$ cat config.mk
export PLATFORM = sky130hd
export DESIGN_NAME = sys_bus_arbiter
export DESIGN_NICKNAME = d
export VERILOG_FILES = /design/src/rtl/sys_bus_pkg.sv /design/src/rtl/bus_rr_arb2.sv /design/src/rtl/sys_bus_arbiter.sv
export SDC_FILE = /design/constraint.sdc
export NUM_CORES = 1
export LEC_CHECK = 0
export CAP_MARGIN = 20
export CELL_PAD_IN_SITES_DETAIL_PLACEMENT = 1
export CELL_PAD_IN_SITES_GLOBAL_PLACEMENT = 1
export CORE_AREA = 2 2 123 125
export DETAILED_ROUTE_END_ITERATION = 16
export DIE_AREA = 0 0 125 127
export DONT_BUFFER_PORTS = 1
export GPL_ROUTABILITY_DRIVEN = 1
export PLACE_DENSITY = 0.43
export SYNTH_ARGS = -nofsm -noshare
export SYNTH_HDL_FRONTEND = slang
export SYNTH_SLANG_ARGS = --single-unit
$ cat constraint.sdc
create_clock -name clk -period 3.6 [get_ports clk]
set_input_delay 0.72 -clock clk [delete_from_list [all_inputs] [get_ports clk]]
set_output_delay 0.72 -clock clk [all_outputs]
set_load 0.05 [all_outputs]
$ cat src/rtl/sys_bus_pkg.sv
// Shared types and default sizing for the system bus arbiter.
//   state_t  : arbiter FSM states (IDLE, WAIT)
//   master_t : index of a bus master (M0 = core LSU, M1 = JTAG debug)
package sys_bus_pkg;

  typedef enum logic {
    IDLE = 1'b0,
    WAIT = 1'b1
  } state_t;

  typedef enum logic {
    M0 = 1'b0,
    M1 = 1'b1
  } master_t;

  localparam int unsigned DEF_AW      = 32;
  localparam int unsigned DEF_DW      = 32;
  localparam int unsigned DEF_TIMEOUT = 255;

endpackage

$ cat src/rtl/bus_rr_arb2.sv
// Two-way round-robin select with master-1 lock override.
//   clk, rst   : clock, synchronous active-high reset
//   req0/req1  : master requests
//   lock       : master-1 lock request
//   last_owner : owner of the most recent transaction
//   advance    : handshake; moves the pointer to the non-selected master
//   sel        : selected master (valid when sel_valid)
//   sel_valid  : a selectable request exists
module bus_rr_arb2
  import sys_bus_pkg::*;
(
  input  logic    clk,
  input  logic    rst,
  input  logic    req0,
  input  logic    req1,
  input  logic    lock,
  input  master_t last_owner,
  input  logic    advance,
  output master_t sel,
  output logic    sel_valid
);

  master_t rr_q;

  always_comb begin
    sel       = rr_q;
    sel_valid = 1'b0;
    if (lock && last_owner == M1) begin
      // Locked: master 0 is invisible until the lock drops.
      sel       = M1;
      sel_valid = req1;
    end else if (req0 && req1) begin
      sel       = rr_q;
      sel_valid = 1'b1;
    end else if (req0) begin
      sel       = M0;
      sel_valid = 1'b1;
    end else if (req1) begin
      sel       = M1;
      sel_valid = 1'b1;
    end
  end

  always_ff @(posedge clk) begin
    if (rst) begin
      rr_q <= M0;
    end else if (advance) begin
      rr_q <= (sel == M0) ? M1 : M0;
    end
  end

endmodule

$ cat src/rtl/sys_bus_arbiter.sv
// Two-master to one-slave bus arbiter, one transaction outstanding.
//   clk, rst          : clock, synchronous active-high reset
//   m0_* / m1_*       : master request (req, we, addr, wdata, be) and
//                       response (gnt, rvalid, rdata, err) channels
//   s_*               : slave request/response channel
//   m1_lock           : master 1 keeps ownership while asserted
// A silent slave is answered with an error response after TIMEOUT cycles.
module sys_bus_arbiter
  import sys_bus_pkg::*;
#(
  parameter int unsigned AW      = DEF_AW,
  parameter int unsigned DW      = DEF_DW,
  parameter int unsigned TIMEOUT = DEF_TIMEOUT
) (
  input  logic            clk,
  input  logic            rst,
  input  logic            m0_req,
  input  logic            m0_we,
  input  logic [AW-1:0]   m0_addr,
  input  logic [DW-1:0]   m0_wdata,
  input  logic [DW/8-1:0] m0_be,
  output logic            m0_gnt,
  output logic            m0_rvalid,
  output logic [DW-1:0]   m0_rdata,
  output logic            m0_err,
  input  logic            m1_req,
  input  logic            m1_we,
  input  logic [AW-1:0]   m1_addr,
  input  logic [DW-1:0]   m1_wdata,
  input  logic [DW/8-1:0] m1_be,
  output logic            m1_gnt,
  output logic            m1_rvalid,
  output logic [DW-1:0]   m1_rdata,
  output logic            m1_err,
  input  logic            m1_lock,
  output logic            s_req,
  output logic            s_we,
  output logic [AW-1:0]   s_addr,
  output logic [DW-1:0]   s_wdata,
  output logic [DW/8-1:0] s_be,
  input  logic            s_gnt,
  input  logic            s_rvalid,
  input  logic [DW-1:0]   s_rdata
);

  localparam int unsigned CW = $clog2(TIMEOUT + 1);
  localparam logic [CW-1:0] CNT_MAX  = CW'(TIMEOUT);
  // WAIT is entered with the counter at 0, so the TIMEOUT-th cycle after
  // the handshake is the one where the counter reads TIMEOUT-1.
  localparam logic [CW-1:0] CNT_LAST = CW'(TIMEOUT - 1);

  state_t        state_q, state_d;
  master_t       owner_q;
  logic [CW-1:0] cnt_q;
  master_t       sel;
  logic          sel_valid;
  logic          hs;
  logic          resp_valid, resp_err;
  logic [DW-1:0] resp_data;

  bus_rr_arb2 u_rr (
    .clk        (clk),
    .rst        (rst),
    .req0       (m0_req),
    .req1       (m1_req),
    .lock       (m1_lock),
    .last_owner (owner_q),
    .advance    (hs),
    .sel        (sel),
    .sel_valid  (sel_valid)
  );

  always_comb begin
    state_d    = state_q;
    hs         = 1'b0;
    s_req      = 1'b0;
    s_we       = 1'b0;
    s_addr     = '0;
    s_wdata    = '0;
    s_be       = '0;
    m0_gnt     = 1'b0;
    m1_gnt     = 1'b0;
    resp_valid = 1'b0;
    resp_err   = 1'b0;
    resp_data  = '0;
    m0_rvalid  = 1'b0;
    m0_err     = 1'b0;
    m0_rdata   = '0;
    m1_rvalid  = 1'b0;
    m1_err     = 1'b0;
    m1_rdata   = '0;

    case (state_q)
      IDLE: begin
        s_req   = sel_valid;
        s_we    = (sel == M1) ? m1_we    : m0_we;
        s_addr  = (sel == M1) ? m1_addr  : m0_addr;
        s_wdata = (sel == M1) ? m1_wdata : m0_wdata;
        s_be    = (sel == M1) ? m1_be    : m0_be;
        hs      = sel_valid && s_gnt;
        m0_gnt  = hs && (sel == M0);
        m1_gnt  = hs && (sel == M1);
        if (hs) state_d = WAIT;
      end
      WAIT: begin
        // A real response beats a coincident timeout.
        resp_valid = s_rvalid || (cnt_q == CNT_LAST);
        resp_err   = !s_rvalid;
        resp_data  = s_rvalid ? s_rdata : '0;
        if (resp_valid) state_d = IDLE;
      end
      default: state_d = IDLE;
    endcase

    if (owner_q == M0) begin
      m0_rvalid = resp_valid;
      m0_err    = resp_valid && resp_err;
      m0_rdata  = resp_data;
    end else begin
      m1_rvalid = resp_valid;
      m1_err    = resp_valid && resp_err;
      m1_rdata  = resp_data;
    end

    // Outputs are forced quiet while reset is held; an outstanding
    // transaction is dropped without a response.
    if (rst) begin
      hs        = 1'b0;
      s_req     = 1'b0;
      s_we      = 1'b0;
      s_addr    = '0;
      s_wdata   = '0;
      s_be      = '0;
      m0_gnt    = 1'b0;
      m1_gnt    = 1'b0;
      m0_rvalid = 1'b0;
      m0_err    = 1'b0;
      m0_rdata  = '0;
      m1_rvalid = 1'b0;
      m1_err    = 1'b0;
      m1_rdata  = '0;
    end
  end

  always_ff @(posedge clk) begin
    if (rst) begin
      state_q <= IDLE;
      owner_q <= M0;
      cnt_q   <= '0;
    end else begin
      state_q <= state_d;
      if (hs) begin
        owner_q <= sel;
        cnt_q   <= '0;
      end else if (state_q == WAIT && !s_rvalid && cnt_q != CNT_MAX) begin
        cnt_q <= cnt_q + 1'b1;
      end
    end
  end

endmodule

---- Yosys cells after proc, flatten, opt, wreduce, memory -nomap -nowiden ----
Index checks and enable logic that the tools add are counted.
storage, ports and cells
  flip-flop bits (word level) ............. 11
  bits of input ports ..................... 177
  logic and storage cells ................. 68
cells by class
  add/sub/neg operators ................... 1
  equality and inequality tests ........... 2
  muxes and demuxes ....................... 48
  bitwise operators ....................... 2
  reduce and logical (&&, ||, !) cells .... 11
operator list
  operator             number
  $mux 32              12
  $mux 1               32
  $mux 4               3
  $add 8x1->8 const B  1
  $eq 8x8->1 const B   1
  $logic_and 1x1->1    8
  $ne 8x8->1 const B   1
  $not 1->1            2
  $pmux 1 s2           1
  $reduce_or 2->1      1
  $logic_not 1->1      1
  $logic_or 1x1->1     1

---- Longest topological paths before layout ----
Gate-level depths: netlist (run 1).
  depth in word-level cells ............... 8
  gate-level depth with buffers ........... 6
  mapped depth without buffers ............ 6

---- By module ----
A second synthesis (run 1) with hierarchy kept.
second synthesis, totals
  cell total of the unflattened synthesis .. 314
  area total of the unflattened synthesis .. 2173.3 sq um
by module, submodules not included
  module           times used  cells an instance  area each (sq um)  seq. area each (sq um)
  sys_bus_arbiter  1           304                2087.0             200.2
  bus_rr_arb2      1           10                 86.3               20.0

---- Worst setup path after synthesis (run 1) ----
OpenSTA, ideal clock, no wires.
  path kind ............................... input -> output
  from .................................... input port s_rvalid
  to ...................................... output port m0_err
  data arrival time ....................... 2.345 ns
  path slack .............................. 0.535 ns
  stages on the path ...................... 2
  buffers on the path ..................... 0
  cells stage by stage .................... nand2b_1 -> nor4_1
on the way
  word-level cells in the longest chain between the ends .. 5
  elaborated cells between the ends (all ways) .. 7
  those cells by class .................... mux (4); reduce/logical (3)
ends and longest elaborated chain
  what                                                 line                                            source
  start, declared                                      sys_bus_arbiter.sv:42                           input logic s_rvalid,
  $logic_or 1x1->1 or $logic_not 1->1 (tied branches)  sys_bus_arbiter.sv:107, sys_bus_arbiter.sv:108
  $mux 1                                               sys_bus_arbiter.sv:93                           case (state_q)
  $logic_and 1x1->1 *                                  sys_bus_arbiter.sv:117                          m0_err = resp_valid && resp_err;
  $mux 1 *                                             sys_bus_arbiter.sv:115                          if (owner_q == M0) begin
  $mux 1 *                                             sys_bus_arbiter.sv:127                          if (rst) begin
  end, declared                                        sys_bus_arbiter.sv:25                           output logic m0_err,
Mark *: on every way between the ends. The rest lies on a longest branch, timed or not.

---- Worst setup path after layout (run 1) ----
  from .................................... register u_rr.rr_q
  to ...................................... output port s_wdata[18]
on the way
  word-level cells in the longest chain between the ends .. 7
ends and longest elaborated chain
  what                    line                    source
  start, declared         bus_rr_arb2.sv:23       master_t rr_q;
  start signal, assigned  bus_rr_arb2.sv:48       rr_q <= (sel == M0) ? M1 : M0;
  $mux 1                  bus_rr_arb2.sv:38       end else if (req1) begin
  $mux 1                  bus_rr_arb2.sv:35       end else if (req0) begin
  $mux 1 *                bus_rr_arb2.sv:32       end else if (req0 && req1) begin
  $mux 1 *                bus_rr_arb2.sv:28       if (lock && last_owner == M1) begin
  $mux 32 *               sys_bus_arbiter.sv:98   s_wdata = (sel == M1) ? m1_wdata : m0_wdata;
  $mux 32 *               sys_bus_arbiter.sv:93
  $mux 32 *               sys_bus_arbiter.sv:127
  end, declared           sys_bus_arbiter.sv:39   output logic [DW-1:0] s_wdata,
Marked as above.

==> results of run 1 <==
state kept, by name (all words and copies together), names as in the netlist:
name       count
owner_q        1
state_q        1
u_rr.rr_q      1
cnt_q          8
stage by stage:
step                      cells  utilization (%)  instance area [um^2]
after detailed placement    632            21.19                  3057
final                       638            21.77                  3141
after global routing        638            21.77                  3141
after global placement      632            21.19                  3057
after floorplan             401                -                  2282
after CTS                   636            21.74                  3136
cell type report:
cell class	instances	share of cell area (%)
tap	184	7.331
clock buffer	4	2.510
antenna	2	0.1594
sequential	11	7.012
inverter	7	0.8367
timing repair buffer	91	22.55
multi-input combinational	339	59.60
routing by layer:
layer  track usage, %  vias up
li1                 -     1520
met1            15.28     1522
met2            25.67      208
met4            3.268        0
met5                0        -
met3            3.141       11
path summary, 6_finish.rpt:
path	end	slack, ns	depth (start not counted)
worst max-delay path	s_wdata[18]	0.58	6
worst min-delay path	cnt_q[1]$_SDFFE_PP0P_	0.54	2
worst max register to register	u_rr.rr_q$_SDFFE_PP0P_	1.95	3
worst min register to register	cnt_q[1]$_SDFFE_PP0P_	0.54	2
cells in the mapped netlist:
cell type,number
inv_2,1
o21ai_0,59
a41oi_1,1
nand3_1,71
nand4_1,2
o31ai_1,1
maj3_1,1
xor2_1,1
nand2b_1,2
o211ai_1,1
clkbuf_2,4
ha_1,2
o22ai_2,1
o21bai_2,1
and4b_1,1
nor2_1,19
a31oi_1,2
and2_1,65
a21oi_1,69
or2_1,1
nand2_1,7
buf_2,9
nor3_1,3
mux2i_1,1
nor3b_1,1
a211oi_1,4
inv_1,6
clkbuf_1,31
maj3_2,1
nor2b_1,2
dfxtp_1,11
o21ai_1,13
or3b_4,1
nor4_1,2
nand3b_1,1
xnor2_1,1
and4_1,1
a21oi_2,1
cell usage in the layout (no fill, tap or decap), types with 2 or more instances in the layout:
master	netlist	routed
nand4_1	2	2
clkbuf_16	0	3
nor3_1	3	3
and2_1	65	64
nand2b_1	2	2
a211oi_1	4	4
nor2_1	19	19
nand3_1	71	71
nor4_2	0	2
nor2b_1	2	2
nand2_1	7	6
maj3_2	1	2
dfxtp_1	11	11
buf_12	0	2
ha_1	2	2
a21oi_1	69	69
a31oi_1	2	2
buf_4	0	89
o21ai_0	59	59
diode_2	0	2
inv_1	6	6
o21ai_1	13	13
report_power, final:
part	internal, W	switching [W]
sequential	0.000126	0.00000521
combinational	0.000172	0.000475
clock	0.000149	0.0000559
total	0.000447	0.000536
worst register-to-register path, cell delays in order (launching register included):
cell	delay [ns]
dfxtp_1	0.34
or2_2	0.57
or3b_4	0.52
o22ai_2	0.14
cell families (layout without fill, tap and decap cells):
family	count (synthesis)	in the layout	synth area share (%)
and+or+nand+nor	179	179	42.76
DFF	11	11	9.649
other	0	2	0
adders and majority gates	4	4	2.028
AOI/OAI and AO/OA	153	153	35.25
xor gates and xnor gates	2	2	0.7677
muxes	1	1	0.4386
buffers and inverters	51	102	9.100
==> results.tsv, run 1 <==
stage	metric	value	unit
routing	routedWlPerCell	19.04	um
worst_setup_path	cp_common_cell	buf_4	
clocking	cts_setup_buffers	0	
place	gp_congestion	0.8621	
clocking	cts.repair.resized	0	
grt	track_usage	13.53	%
grt	grt_max_degree	41	
floorplan	die_w	125	um
layout	multi_input_area	0.001872	mm^2
floorplan	rows	44	
outcome	status	finished, final reports clean	
routing	postRouteAntennaNets	0	
floorplan	die-height	127	um
worst_setup_path	path_class	flop to output port	
grt	grt_pass1_wl	17710	um
yosys	synth_top_area_share	17.82	%
worst_setup_path	cp_slowest_cell	maj3_2	
routing	met3_length	1090	um
yosys	synth.net_count	580	
floorplan	placeableCoreArea	0.01442	mm^2
flow_run	max-cap-violations	0	
yosys	syn_area	0.002282	mm^2
routing	vias_per_cell	5.111	
clocking	h-tree-depth	1	
floorplan	io_pins	317	
grt	grt_pass1_vias	3360	
routing	vias	3261	
yosys	yosys_warnings	0	
routing	wl_met2	6201	um
worst_setup_path	cp.arrival	2.30	ns
sta	finalHoldViolCount	0	
power_and_ir_drop	total_power	0.0009837	W
sta	finalCritPeriodShare	83.88	%
power_and_ir_drop	ir_drop	0.1116	mV
power_and_ir_drop	leakagePower	1.270	nW
sta	slew_viol_final	0	
worst_setup_path	r2r_start	state_q$_SDFF_PP0_	
hold_path	hp-class	flop to flop	
yosys	avgSynthCellArea	5.691	um^2
yosys	yosys_register_bits	11	
sta	finClkSkew	0.005201	ns
routing	wirelength_met1	4674	um
yosys	yosys.cell_types.count	38	
worst_setup_path	cpPeakStageDelay	0.56	ns
worst_setup_path	path_delay_family	buffers and inverters	
grt	antenna_found_initial	1	
floorplan	dieArea	0.01588	mm^2
sta	whs	0.5429	ns
routing	top_layer	met4	
layout	fill_cells	1831	
layout	final_nets	632	
yosys	synth_cells	401	
sta	min_period	3.020	ns
routing	first_pass_iters	4	
worst_setup_path	cp_num_buf_inv	3	
yosys	synth_area_leaders	and2_1 (18%), nand3_1 (16%), a21oi_1 (15%)	
layout	syn_to_final_growth	37.61	%
floorplan	start_util	15.82	%
grt	gr-total-overflow	0	
place	dp_hpwl	9506	um
layout	layout-drive-gt1-share	23.45	%
layout	regArea	220.2	um^2
power_and_ir_drop	p_per_area	313.2	mW/mm^2
routing	drt-initial-drc-count	78	
sta	setup_viol_count_final	0	
place	portBuffers	0	
worst_setup_path	critPathLaunch	u_rr.rr_q$_SDFFE_PP0P_	
sta	fin_ws	0.5804	ns
worst_setup_path	worstPathMaxFanout	29	
worst_setup_path	start_kind	flop	
sta	tns	0	ns
sta	max_freq	331.2	MHz
yosys	ys_seq_area_share	9.649	%
clocking	cts_sinks	11	
hold_path	holdCritStartpoint	cnt_q[1]$_SDFFE_PP0P_	
routing	drcViolationCount	0	
worst_setup_path	required	2.88	ns
clocking	clk_pin_slew_worst_paths	0.04	ns
clocking	clockRootBuffer	clkbuf_16	
clocking	tritoncts	yes	
clocking	clk_path_buf_depth	2	
yosys	yosys.area.top_type	and2_1	
sta	grt_setup_unrepaired	no	
clocking	insertion_delay	0.24	ns
sta	max_slew.worst_pin.slew	0.6744	ns
clocking	cts_buffers	3	
place	post-place-ws	0.5819	ns
worst_setup_path	crit_chain	inv_1, maj3_2, buf_4, nand3_1, a21oi_1, buf_4	
worst_setup_path	endpoint_kind	output port	
routing	finalWirelength	12150	um
sta	max-slew-margin-rel	55.04	%
clocking	cts_hold_buf	0	
(Power assumes the default switching activity.)
==> run 2, diff against run 1 <==
--- a/config.mk
+++ b/config.mk
@@ -8,12 +8,12 @@
 export CAP_MARGIN = 20
 export CELL_PAD_IN_SITES_DETAIL_PLACEMENT = 1
 export CELL_PAD_IN_SITES_GLOBAL_PLACEMENT = 1
-export CORE_AREA = 2 2 123 125
+export CORE_AREA = 2 2 122 124
 export DETAILED_ROUTE_END_ITERATION = 16
-export DIE_AREA = 0 0 125 127
+export DIE_AREA = 0 0 124 126
 export DONT_BUFFER_PORTS = 1
 export GPL_ROUTABILITY_DRIVEN = 1
-export PLACE_DENSITY = 0.43
+export PLACE_DENSITY = 0.44
 export SYNTH_ARGS = -nofsm -noshare
 export SYNTH_HDL_FRONTEND = slang
 export SYNTH_SLANG_ARGS = --single-unit
==> constraint.sdc (replaced) <==
create_clock -name clk -period 2.7 [get_ports clk]
set_input_delay 0.54 -clock clk [delete_from_list [all_inputs] [get_ports clk]]
set_output_delay 0.54 -clock clk [all_outputs]
set_load 0.05 [all_outputs]
==> run 2 against run 1 <==
  * Combinational power grew 39%
  * Sequential power grew 34%
  * Critical path depth is 1 lower
  * Global-route usage increased by 1.1 points
  * Flip-flop and latch count unchanged
  * Final cell count rose by 8.8%
  * Power increased by 37%
==> results.tsv, run 2 (same netlist as run 1, synthesis figures left out) <==
stage	metric	value	unit
clocking	clockRootBuffer	clkbuf_16	
sta	max_freq	404.3	MHz
layout	mostFrequentLayoutCells	buf_4 (79), nand3_1 (71), a21oi_1 (69)	
clocking	tritoncts	yes	
clocking	h-tree-depth	1	
layout	layout-drive-gt1-share	31.89	%
power_and_ir_drop	ir_drop	0.1548	mV
clocking	insertion_delay	0.24	ns
grt	grt_max_degree	71	
sta	slew_viol_final	0	
worst_setup_path	cp.arrival	1.93	ns
sta	finClkSkew	0.0007415	ns
worst_setup_path	endpoint_kind	output port	
worst_setup_path	cp_num_buf_inv	2	
sta	finalHoldViolCount	0	
clocking	clk_pin_slew_worst_paths	0.04	ns
worst_setup_path	path_class	flop to output port	
floorplan	start_util	15.94	%
routing	wirelength_met1	4063	um
sta	setup_viol_count_final	0	
routing	postRouteAntennaNets	0	
layout	final_nets	688	
routing	wl_met2	6971	um
worst_setup_path	crit_chain	and2_4, buf_12, o21ai_0, a21oi_1, buf_4	
worst_setup_path	cpPeakStageDelay	0.50	ns
layout	regArea	220.2	um^2
layout	largest_reg_flops	8	
routing	vias_per_cell	4.981	
place	gp_congestion	0.8003	
layout	max_flop_register	cnt_q	
power_and_ir_drop	p_per_area	307.7	mW/mm^2
clocking	cts_sinks	11	
worst_setup_path	start_kind	flop	
floorplan	placeableCoreArea	0.01431	mm^2
worst_setup_path	cp_slowest_cell	dfxtp_1	
clocking	cts_setup_buffers	0	
worst_setup_path	worstPathMaxFanout	57	
routing	routedWlPerCell	18.29	um
grt	gr-total-overflow	0	
routing	drcViolationCount	0	
hold_path	hp-class	input pin to flop	
sta	grt_setup_unrepaired	no	
clocking	cts_buffers	3	
power_and_ir_drop	total_power	0.001350	W
layout	final_common_cell	buf_4	
routing	vias	3457	
sta	max_slew.worst_pin.slew	0.7038	ns
grt	grt_pass1_vias	3485	
power_and_ir_drop	leakagePower	1.763	nW
layout	fill_cells	1769	
floorplan	die-height	126	um
grt	antenna_found_initial	2	
layout	syn_to_final_growth	92.27	%
sta	finalCritPeriodShare	91.60	%
floorplan	rows	44	
layout	finish.instance_area	0.004388	mm^2
routing	first_pass_iters	6	
grt	grt_pass1_wl	18200	um
worst_setup_path	required	2.16	ns
routing	finalWirelength	12690	um
outcome	status	finished, final reports clean	
floorplan	die_w	124	um
place	portBuffers	0	
routing	top_layer	met4	
routing	drt-initial-drc-count	55	
floorplan	dieArea	0.01562	mm^2
routing	met3_length	1600	um
sta	max-slew-margin-rel	53.08	%
flow_run	max-cap-violations	0	
place	dp_hpwl	10270	um
floorplan	io_pins	317	
layout	multi_input_area	0.001873	mm^2
clocking	clk_path_buf_depth	2	
grt	track_usage	14.58	%
sta	min_period	2.473	ns
sta	whs	0.4066	ns
place	placed_area	0.004303	mm^2
worst_setup_path	path_delay_family	flip-flops	
[run 2: power by group]
group / switching, W / internal (W)
clock: 0.0000746 / 0.000198
sequential: 0.00000676 / 0.000168
combinational: 0.000635 / 0.000268
total: 0.000716 / 0.000634
[run 2: layer usage]
metal  GRT usage, %  up-vias
li1               -     1627
met1          13.48     1615
met2          28.67      209
met3          6.114        6
met4          3.701        0
met5              0        -
[run 2: repair_timing]
item | in CTS | in global routing
endpoints found under the setup margin | 0 | 1
resized for setup | 0 | 1
hold buffers | 0 | 0
[run 2: per-stage QoR]
step                utilization, %  setup slack [ns]  std cells  setup TNS [ns]
floorplan                        -           -0.1388        401         -0.2776
global placement             30.06            0.3765        688               0
detailed placement           30.06            0.3584        688               0
CTS                          30.61           0.09672        692               0
global route                 30.66           0.09668        694               0
finish                       30.66            0.2269        694               0
[run 2: worst paths after layout]
check,start,end,slack [ns],depth (start not counted)
max,owner_q$_SDFFE_PP0P_,s_wdata[3],0.23,5
min,rst,state_q$_SDFF_PP0_,0.41,1
max reg2reg,owner_q$_SDFFE_PP0P_,cnt_q[2]$_SDFFE_PP0P_,1.17,4
min reg2reg,u_rr.rr_q$_SDFFE_PP0P_,u_rr.rr_q$_SDFFE_PP0P_,0.53,2
[run 2: cell type report]
class / count / share of cell area, %
antenna: 2 / 0.1141
multi-input combinational: 339 / 42.69
timing repair buffer: 147 / 44.54
inverter: 7 / 0.5988
tap: 184 / 5.247
clock buffer: 4 / 1.796
sequential: 11 / 5.019
[run 2: worst register-to-register path, delay by kind of cell, from the launching register on]
| kind | cells | cell delay (ns) |
|---|---|---|
| compound gates | 3 | 0.76 |
| flops | 1 | 0.50 |
| simple gates | 1 | 0.18 |
